$ cat config.mk
export PLATFORM = sky130hd
export DESIGN_NAME = fs8_serial_flat
export DESIGN_NICKNAME = d
export VERILOG_FILES = /design/src/rtl/fs8_serial_pkg.sv /design/src/rtl/fs8_serial_if.sv /design/src/rtl/fs8_serial_fs1_bit.sv /design/src/rtl/fs8_serial.sv /design/src/flat_wrapper.sv
export SDC_FILE = /design/constraint.sdc
export NUM_CORES = 1
export LEC_CHECK = 0
export ABC_AREA = 1
export BUFFER_PORTS_ARGS = -buffer_cell sky130_fd_sc_hd__buf_2
export CORE_ASPECT_RATIO = 0.9
export CORE_UTILIZATION = 50
export DETAILED_ROUTE_END_ITERATION = 16
export GPL_ROUTABILITY_DRIVEN = 0
export GPL_TIMING_DRIVEN = 0
export PLACE_DENSITY = 0.75
export REMOVE_ABC_BUFFERS = 1
export SYNTH_ARGS = -nofsm -noshare
export SYNTH_HDL_FRONTEND = slang
export SYNTH_SLANG_ARGS = --single-unit
$ cat constraint.sdc
create_clock -name clk -period 1.25 [get_ports clk]
set_input_delay 0.1875 -clock clk [delete_from_list [all_inputs] [get_ports clk]]
set_output_delay 0.1875 -clock clk [all_outputs]
set_load 0.02 [all_outputs]
$ cat src/rtl/fs8_serial_pkg.sv
// Shared definitions for the bit-serial subtractor: FSM state encoding and default width.
package fs8_serial_pkg;

    typedef enum logic [1:0] {
        ST_IDLE  = 2'd0,
        ST_SHIFT = 2'd1,
        ST_DONE  = 2'd2
    } state_e;

    localparam int DEFAULT_WIDTH = 8;

endpackage

$ cat src/rtl/fs8_serial_if.sv
// Request/response bundle of the serial subtractor: operands and start in, status and result out.
interface fs8_serial_if
    import fs8_serial_pkg::*;
#(
    parameter int WIDTH = DEFAULT_WIDTH
) ();

    logic             start;
    logic [WIDTH-1:0] A;
    logic [WIDTH-1:0] B;
    logic             Bi;
    logic             busy;
    logic             done;
    logic [WIDTH-1:0] Y;
    logic             Bo;

    modport master (output start, A, B, Bi, input busy, done, Y, Bo);
    modport slave  (input start, A, B, Bi, output busy, done, Y, Bo);

endinterface

$ cat src/rtl/fs8_serial_fs1_bit.sv
// Combinational 1-bit full subtractor: d = a - b - bin, with borrow out.
module fs1_bit (
    input  logic a_i,
    input  logic b_i,
    input  logic bin_i,
    output logic d_o,
    output logic bout_o
);

    assign d_o    = a_i ^ b_i ^ bin_i;
    assign bout_o = (~a_i & b_i) | (~(a_i ^ b_i) & bin_i);

endmodule

$ cat src/rtl/fs8_serial.sv
// Bit-serial subtractor Y = A - B - Bi, LSB first, one bit per clock, with start/busy/done handshake.
module fs8_serial
    import fs8_serial_pkg::*;
#(
    parameter int WIDTH = DEFAULT_WIDTH
) (
    input  logic         clk,
    input  logic         reset_n,
    fs8_serial_if.slave  bus
);

    localparam int             CW       = (WIDTH > 2) ? $clog2(WIDTH) : 1;
    localparam logic [CW-1:0]  LAST_CNT = CW'(WIDTH - 1);

    state_e           state_q;
    logic [WIDTH-1:0] a_q;
    logic [WIDTH-1:0] b_q;
    logic [WIDTH-1:0] res_q;
    logic [CW-1:0]    cnt_q;
    logic             brw_q;
    logic             busy_q;
    logic             done_q;
    logic [WIDTH-1:0] y_q;
    logic             bo_q;

    logic             diff_d;
    logic             brw_d;
    logic [WIDTH-1:0] res_d;

    fs1_bit u_fs1_bit (
        .a_i    (a_q[0]),
        .b_i    (b_q[0]),
        .bin_i  (brw_q),
        .d_o    (diff_d),
        .bout_o (brw_d)
    );

    // The new difference bit enters at the MSB so that after WIDTH shifts bit 0 is the LSB.
    assign res_d = {diff_d, res_q[WIDTH-1:1]};

    // NOTE: every flop here updates with <= so all reads in this block see pre-edge values.
    always_ff @(posedge clk or negedge reset_n) begin
        if (!reset_n) begin
            state_q <= ST_IDLE;
            a_q     <= '0;
            b_q     <= '0;
            res_q   <= '0;
            cnt_q   <= '0;
            brw_q   <= 1'b0;
            busy_q  <= 1'b0;
            done_q  <= 1'b0;
            y_q     <= '0;
            bo_q    <= 1'b0;
        end else begin
            case (state_q)
                ST_IDLE, ST_DONE: begin
                    done_q <= 1'b0;
                    if (bus.start) begin
                        a_q     <= bus.A;
                        b_q     <= bus.B;
                        brw_q   <= bus.Bi;
                        cnt_q   <= '0;
                        busy_q  <= 1'b1;
                        state_q <= ST_SHIFT;
                    end else begin
                        state_q <= ST_IDLE;
                    end
                end
                ST_SHIFT: begin
                    a_q   <= a_q >> 1;
                    b_q   <= b_q >> 1;
                    brw_q <= brw_d;
                    res_q <= res_d;
                    if (cnt_q == LAST_CNT) begin
                        y_q     <= res_d;
                        bo_q    <= brw_d;
                        busy_q  <= 1'b0;
                        done_q  <= 1'b1;
                        state_q <= ST_DONE;
                    end else begin
                        cnt_q <= cnt_q + 1'b1;
                    end
                end
                default: begin
                    busy_q  <= 1'b0;
                    done_q  <= 1'b0;
                    state_q <= ST_IDLE;
                end
            endcase
        end
    end

    assign bus.busy = busy_q;
    assign bus.done = done_q;
    assign bus.Y    = y_q;
    assign bus.Bo   = bo_q;

endmodule

$ cat src/flat_wrapper.sv
// flat-port wrapper written by rule: the top's interface ports become plain ports
module fs8_serial_flat import fs8_serial_pkg::*;
#(
    parameter int WIDTH = DEFAULT_WIDTH
)
  (clk, reset_n, bus_start, bus_A, bus_B, bus_Bi, bus_busy, bus_done, bus_Y, bus_Bo);
  fs8_serial_if #(.WIDTH(WIDTH)) bus_i ();
  input  logic clk;
  input  logic reset_n;
  input wire logic [$bits(bus_i.start)-1:0] bus_start;
  input wire logic [$bits(bus_i.A)-1:0] bus_A;
  input wire logic [$bits(bus_i.B)-1:0] bus_B;
  input wire logic [$bits(bus_i.Bi)-1:0] bus_Bi;
  output wire logic [$bits(bus_i.busy)-1:0] bus_busy;
  output wire logic [$bits(bus_i.done)-1:0] bus_done;
  output wire logic [$bits(bus_i.Y)-1:0] bus_Y;
  output wire logic [$bits(bus_i.Bo)-1:0] bus_Bo;
  assign bus_i.start = bus_start;
  assign bus_i.A = bus_A;
  assign bus_i.B = bus_B;
  assign bus_i.Bi = bus_Bi;
  assign bus_busy = bus_i.busy;
  assign bus_done = bus_i.done;
  assign bus_Y = bus_i.Y;
  assign bus_Bo = bus_i.Bo;
  fs8_serial #(.WIDTH(WIDTH)) u_core (.clk(clk), .reset_n(reset_n), .bus(bus_i));
endmodule
==> impl_metrics.toml, run 1 <==
[timing]
setup_viol = 0
tightest_slew_ps = 860.6
clock-skew-final_ps = 4.260
slew_headroom = 0.4263
fmax_mhz = 806.2
hold_violations = 0
period_needed_ps = 1240
layout_worst_path_cycle_share = 0.9924
rsz0062_at_grt = "yes"
drv_slew = 0

[cts]
cts_tree = "done"
cts_buffer_depth = 2
clkTransAtPathRegs_ps = 70
cts_sinks = 39
htreeDepth = 2
cts-root-buf = "clkbuf_8"
cts_made_buffers = 5
clock_latency_ps = 290

[cells_and_area]
final_util = 0.6843
layout_commonest_cell = "nand2_1"
nets = 298
fillers = 267
multi_input_area_um2 = 757.0
drive_gt1_frac = 0.2945
final_cell_mix = "nand2_1 (73), inv_1 (41), dfrtp_1 (37)"
layout-area-overhead-vs-synth_pct = 26.30
num_antenna_cells = 0
seq_area_um2 = 980.9
stdcell_count = 319

[yosys]
ys_seq_area_frac = 0.5142
synth_cells = 228
ys_ff_latch = 39
syn_area_mm2 = 0.001898
yosys_warnings = 0
ys_types = 18
syn_avg_cell_area_um2 = 8.325

[worst_setup_path]
worstPathArrival_ps = 1430
endpoint_kind = "flop"
critPathKind = "reg -> reg"
startpoint_type = "flop"
cp_slowest_stage_delay_ps = 400
crit_slowest_cell = "dfrtp_1"
cp_max_fo = 5
path_buf_inv = 1
required_ps = 1430
cp_cell_sequence = "ha_2, ha_4, nand2_4, clkbuf_16, o21ai_2"
crit_family = "flip-flops"

[global_routing]
grt_pass1_wl_mm = 6.479
antenna_found_initial = 0
grt_overflow_total = 0
grtUsageTotal = 0.2197
grt_max_degree = 40
grt_pass1_vias = 1458

[power]
vdd_drop_max_mv = 1.633
power_density_mw_per_mm2 = 2626
power_leakage_nw = 1.351

[die]
start_util = 0.5418
fp.dieH_um = 60.45
fp.dieW_um = 66.95
num_io_pins = 31
core_mm2 = 0.003503
die_area_mm2 = 0.004047
rows = 20

[routing]
wire_per_inst_um = 13.12
wl_mm = 4.184
drt_iter0_drc = 91
ant_nets = 0
drt-pass1-iter-count = 4
drcViolationCount = 0
vias_per_cell = 4.944
vias = 1577

[run]
maxCapViolCount = 0

[run_status]
status = "finished, final reports clean"

[placement]
placed_cells = 293
hpwl_mm = 2.049
io_buffers = 30

[worst_hold_path]
min_path_type = "in -> async"
[final timing paths]
check	cells past startpoint	slack, ps	to	startpoint
max	5	10	u_core.bus.Y[4]$_DFFE_PN0P_	u_core.cnt_q[0]$_DFFE_PN0P_
min	1	2	u_core.a_q[7]$_DFFE_PN0P_	reset_n
max reg2reg	5	10	u_core.bus.Y[4]$_DFFE_PN0P_	u_core.cnt_q[0]$_DFFE_PN0P_
min reg2reg	2	480	u_core.bus.Y[5]$_DFFE_PN0P_	u_core.bus.Y[5]$_DFFE_PN0P_
max in group asynchronous	1	620	u_core.state_q[0]$_DFFE_PN0P_	reset_n
min in group clk	3	100	u_core.a_q[7]$_DFFE_PN0P_	bus_A[7]
[Yosys cell counts (all sizes together)]
cell type	count	area, um2
nand3	33	165.2
dfrtp	39	975.9
nand2	77	314.0
fa	1	20.02
nor2	1	11.26
inv	46	175.2
nand4	3	18.77
ha	2	25.02
o21ai	17	115.1
buf	9	77.57
[where the power goes]
| part | switching (mW) | total [mW] | internal, mW |
|---|---|---|---|
| combinational | 1.90 | 3.18 | 1.28 |
| sequential | 0.374 | 2.25 | 1.87 |
| clock | 0.432 | 0.865 | 0.433 |
| total | 2.71 | 6.30 | 3.59 |
[metrics by stage]
stage               TNS (ps)  hold WS [ps]  instance area [um2]  total power [mW]  setup slack, ps
CTS                        0         35.55                 2238             5.810            1.694
floorplan              -4085        -108.1                 1821             4.050           -167.0
global placement      -16440         346.8                 2026             4.584           -583.4
detailed placement    -16540         349.2                 2026             4.668           -595.3
global route          -170.7         71.29                 2397             6.799           -35.36
finish                     0         1.655                 2397             6.295            9.536
[layout make-up]
class                           count  share of cell area
Multi-Input combinational cell    136              0.3158
Tap cell                           44             0.02296
Timing Repair Buffer               46              0.1357
Timing Repair inverter              1            0.001566
Sequential cell                    39              0.4092
Clock inverter                      1            0.002088
Clock buffer                        6             0.03445
Inverter                           46             0.07829
[registers in the layout, indices dropped and copies added, names as in the netlist]
name	count
u_core.res_q	7
u_core.state_q	1
u_core.bus.done	1
u_core.bus.Y	8
u_core.a_q	8
u_core.brw_q	1
u_core.b_q	8
u_core.bus.busy	1
u_core.bus.Bo	1
u_core.cnt_q	3
[repair_timing]
item	CTS	global route
resized for setup	11	10
hold buffers	0	0
pin swaps	2	3
setup endpoints to repair	39	28
cloned	2	2
setup buffers	6	9
[kinds of logic after synthesis]
logic type,share of synthesized area
compound gates,0.06065
fa+ha+maj,0.02373
buf+inv,0.1332
flops,0.5142
simple gates,0.2683
[layer usage]
metal / GRT usage / share of wire
met1: 0.2882 / 0.44
met2: 0.3333 / 0.49
met3: 0.04699 / 0.043
met4: 0.1429 / 0.029
met5: 0 / 0
No activity file was read; power rests on OpenSTA's default activity.
==> run 2, diff against run 1 <==
--- a/config.mk
+++ b/config.mk
@@ -9,9 +9,9 @@
 export BUFFER_PORTS_ARGS = -buffer_cell sky130_fd_sc_hd__buf_2
 export CORE_ASPECT_RATIO = 0.9
-export CORE_UTILIZATION = 50
+export CORE_UTILIZATION = 45
 export DETAILED_ROUTE_END_ITERATION = 16
 export GPL_ROUTABILITY_DRIVEN = 0
 export GPL_TIMING_DRIVEN = 0
-export PLACE_DENSITY = 0.75
+export PLACE_DENSITY = 0.68
 export REMOVE_ABC_BUFFERS = 1
 export SYNTH_ARGS = -nofsm -noshare
==> constraint.sdc (replaced) <==
create_clock -name clk -period 1.25 [get_ports clk]
set_input_delay 0.0625 -clock clk [delete_from_list [all_inputs] [get_ports clk]]
set_output_delay 0.0625 -clock clk [all_outputs]
set_load 0.02 [all_outputs]
==> impl_metrics.toml, run 2 (synthesis results as in run 1) <==
[run_status]
status = "finished with violations"
violations = "DRC"

[cells_and_area]
layout_commonest_cell = "nand2_1"
final_util = 0.5857
final_cell_mix = "nand2_1 (73), inv_1 (42), dfrtp_1 (37)"
num_antenna_cells = 0
multi_input_area_um2 = 734.5
layout-area-overhead-vs-synth_pct = 25.71
seq_area_um2 = 980.9
fillers = 373
nets = 297
drive_gt1_frac = 0.2727

[power]
power.switching_mw = 2.580
power_density_mw_per_mm2 = 2625
p_clk_frac = 0.148
p_sw_frac = 0.4118
p_int_mw = 3.684
power_leakage_nw = 1.349
power_frac_comb = 0.496
vdd_drop_max_mv = 0.9991
power_frac_seq = 0.356

[timing]
fmax_mhz = 840.5
clock-skew-final_ps = 3.139
hold_violations = 0
tns_ps = 0
drv_slew = 0
tightest_slew_ps = 857.4
worst_hold_slack_ps = 75.43
layout_worst_path_cycle_share = 0.9518
setup_viol = 0
period_needed_ps = 1190
slew_headroom = 0.4284

[global_routing]
antenna_found_initial = 0
grt_pass1_vias = 1450
grtUsageTotal = 0.1818
grt_pass1_wl_mm = 6.292
grtUsageMet3 = 0.03520
met1_usage = 0.2215
grt_overflow_total = 0
busiest_layer = "met2"
grt_max_degree = 40
met2_usage = 0.3070

[cts]
cts_made_buffers = 5
cts-root-buf = "clkbuf_8"
cts_buffer_depth = 2
cts_sinks = 39
clkTransAtPathRegs_ps = 70
htreeDepth = 2
clock_latency_ps = 290
cts_tree = "done"

[worst_setup_path]
cp_max_fo = 12
crit_slowest_cell = "dfrtp_1"
path_depth = 6
ff2ff_path_depth = 6
crit_end = "u_core.bus.Y[5]$_DFFE_PN0P_"
r2r-end = "u_core.bus.Y[5]$_DFFE_PN0P_"
crit_family = "flip-flops"
r2r_slack_ps = 60
endpoint_kind = "flop"
rr_startpoint = "u_core.cnt_q[0]$_DFFE_PN0P_"
worstPathArrival_ps = 1410
cp_slowest_stage_delay_ps = 390
startpoint_type = "flop"
cp_cell_sequence = "ha_2, ha_4, nand2_4, buf_12, nand2_1, o21ai_2"
required_ps = 1470
critPathKind = "reg -> reg"
path_buf_inv = 1
critical_path.startpoint = "u_core.cnt_q[0]$_DFFE_PN0P_"

[die]
core_mm2 = 0.004074
rows = 22
start_util = 0.4659
fp.dieW_um = 70.46
die_area_mm2 = 0.004482
fp.dieH_um = 63.61
num_io_pins = 31

[placement]
io_buffers = 30
hpwl_mm = 2.122

[routing]
vias_per_cell = 4.746
drt-pass1-iter-count = 10
drt_iter0_drc = 84
wire_per_inst_um = 11.52
vias = 1533
ant_nets = 0
wl_mm = 3.721
drcViolationCount = 2

[run]
maxCapViolCount = 0

[worst_hold_path]
min_path_type = "in -> reg"
==> run 2: power by group through the flow <==
| stage | clock network [mW] | logic, mW | registers (mW) |
|---|---|---|---|
| after floorplan | 0 | 1.68 | 2.37 |
| after global placement | 0 | 2.36 | 2.24 |
| after detailed placement | 0 | 2.42 | 2.26 |
| after CTS | 0.951 | 2.95 | 2.20 |
| after global routing | 0.999 | 3.54 | 2.30 |
| final | 0.929 | 3.11 | 2.23 |
==> run 2: worst min path at each step <==
stage                         from                          end  slack, ps  cells after the start
after detailed placement   reset_n  u_core.res_q[2]$_DFFE_PN0N_        220                      1
after global routing      bus_B[2]    u_core.b_q[2]$_DFFE_PN0P_        100                      5
final                     bus_B[3]    u_core.b_q[3]$_DFFE_PN0P_         80                      5
after floorplan            reset_n    u_core.a_q[0]$_DFFE_PN0P_       -230                      0
after CTS                 bus_B[3]    u_core.b_q[3]$_DFFE_PN0P_         70                      5
after global placement     reset_n  u_core.bus.Y[2]$_DFFE_PN0P_        230                      1
==> run 2: worst reg2reg max path, delay by kind of cell (launching register included) <==
kind / cells / cell delay [ps]
DFF: 1 / 390
adders and majority gates: 2 / 390
AOI/OAI and AO/OA: 1 / 50
buffers and inverters: 1 / 140
and+or+nand+nor: 2 / 160
==> run 2: cell type report <==
type / count / share of cell area
multi-input cells: 135 / 0.3078
well taps: 48 / 0.02517
clock buffers: 8 / 0.04195
inverters: 46 / 0.07866
repair buffers: 47 / 0.1353
flip-flops and latches: 39 / 0.4111
==> run 2: metal layers <==
metal | up-vias | wire length (um)
li1 | 788 | -
met1 | 719 | 1744
met5 | - | 0
met3 | 7 | 96
met4 | 0 | 71
met2 | 19 | 1808
==> run 2: timing repair <==
action / CTS / global route
resized for setup: 13 / 7
pin swaps: 3 / 1
setup buffers: 12 / 2
hold endpoints to repair: 41 / 0
cloned: 0 / 1
hold buffers: 3 / 0
endpoints found under the setup margin: 39 / 18
==> run 2: per-stage QoR <==
stage	area, um2	total power, mW	setup WS [ps]	instances
2_1_floorplan	1821	4.050	-167.0	219
6_report	2386	6.264	60.21	323
3_5_place_dp	2031	4.683	-564.2	297
5_1_grt	2386	6.834	-14.77	323
4_1_cts	2336	6.100	14.74	320
3_3_place_gp	2031	4.603	-586.2	297
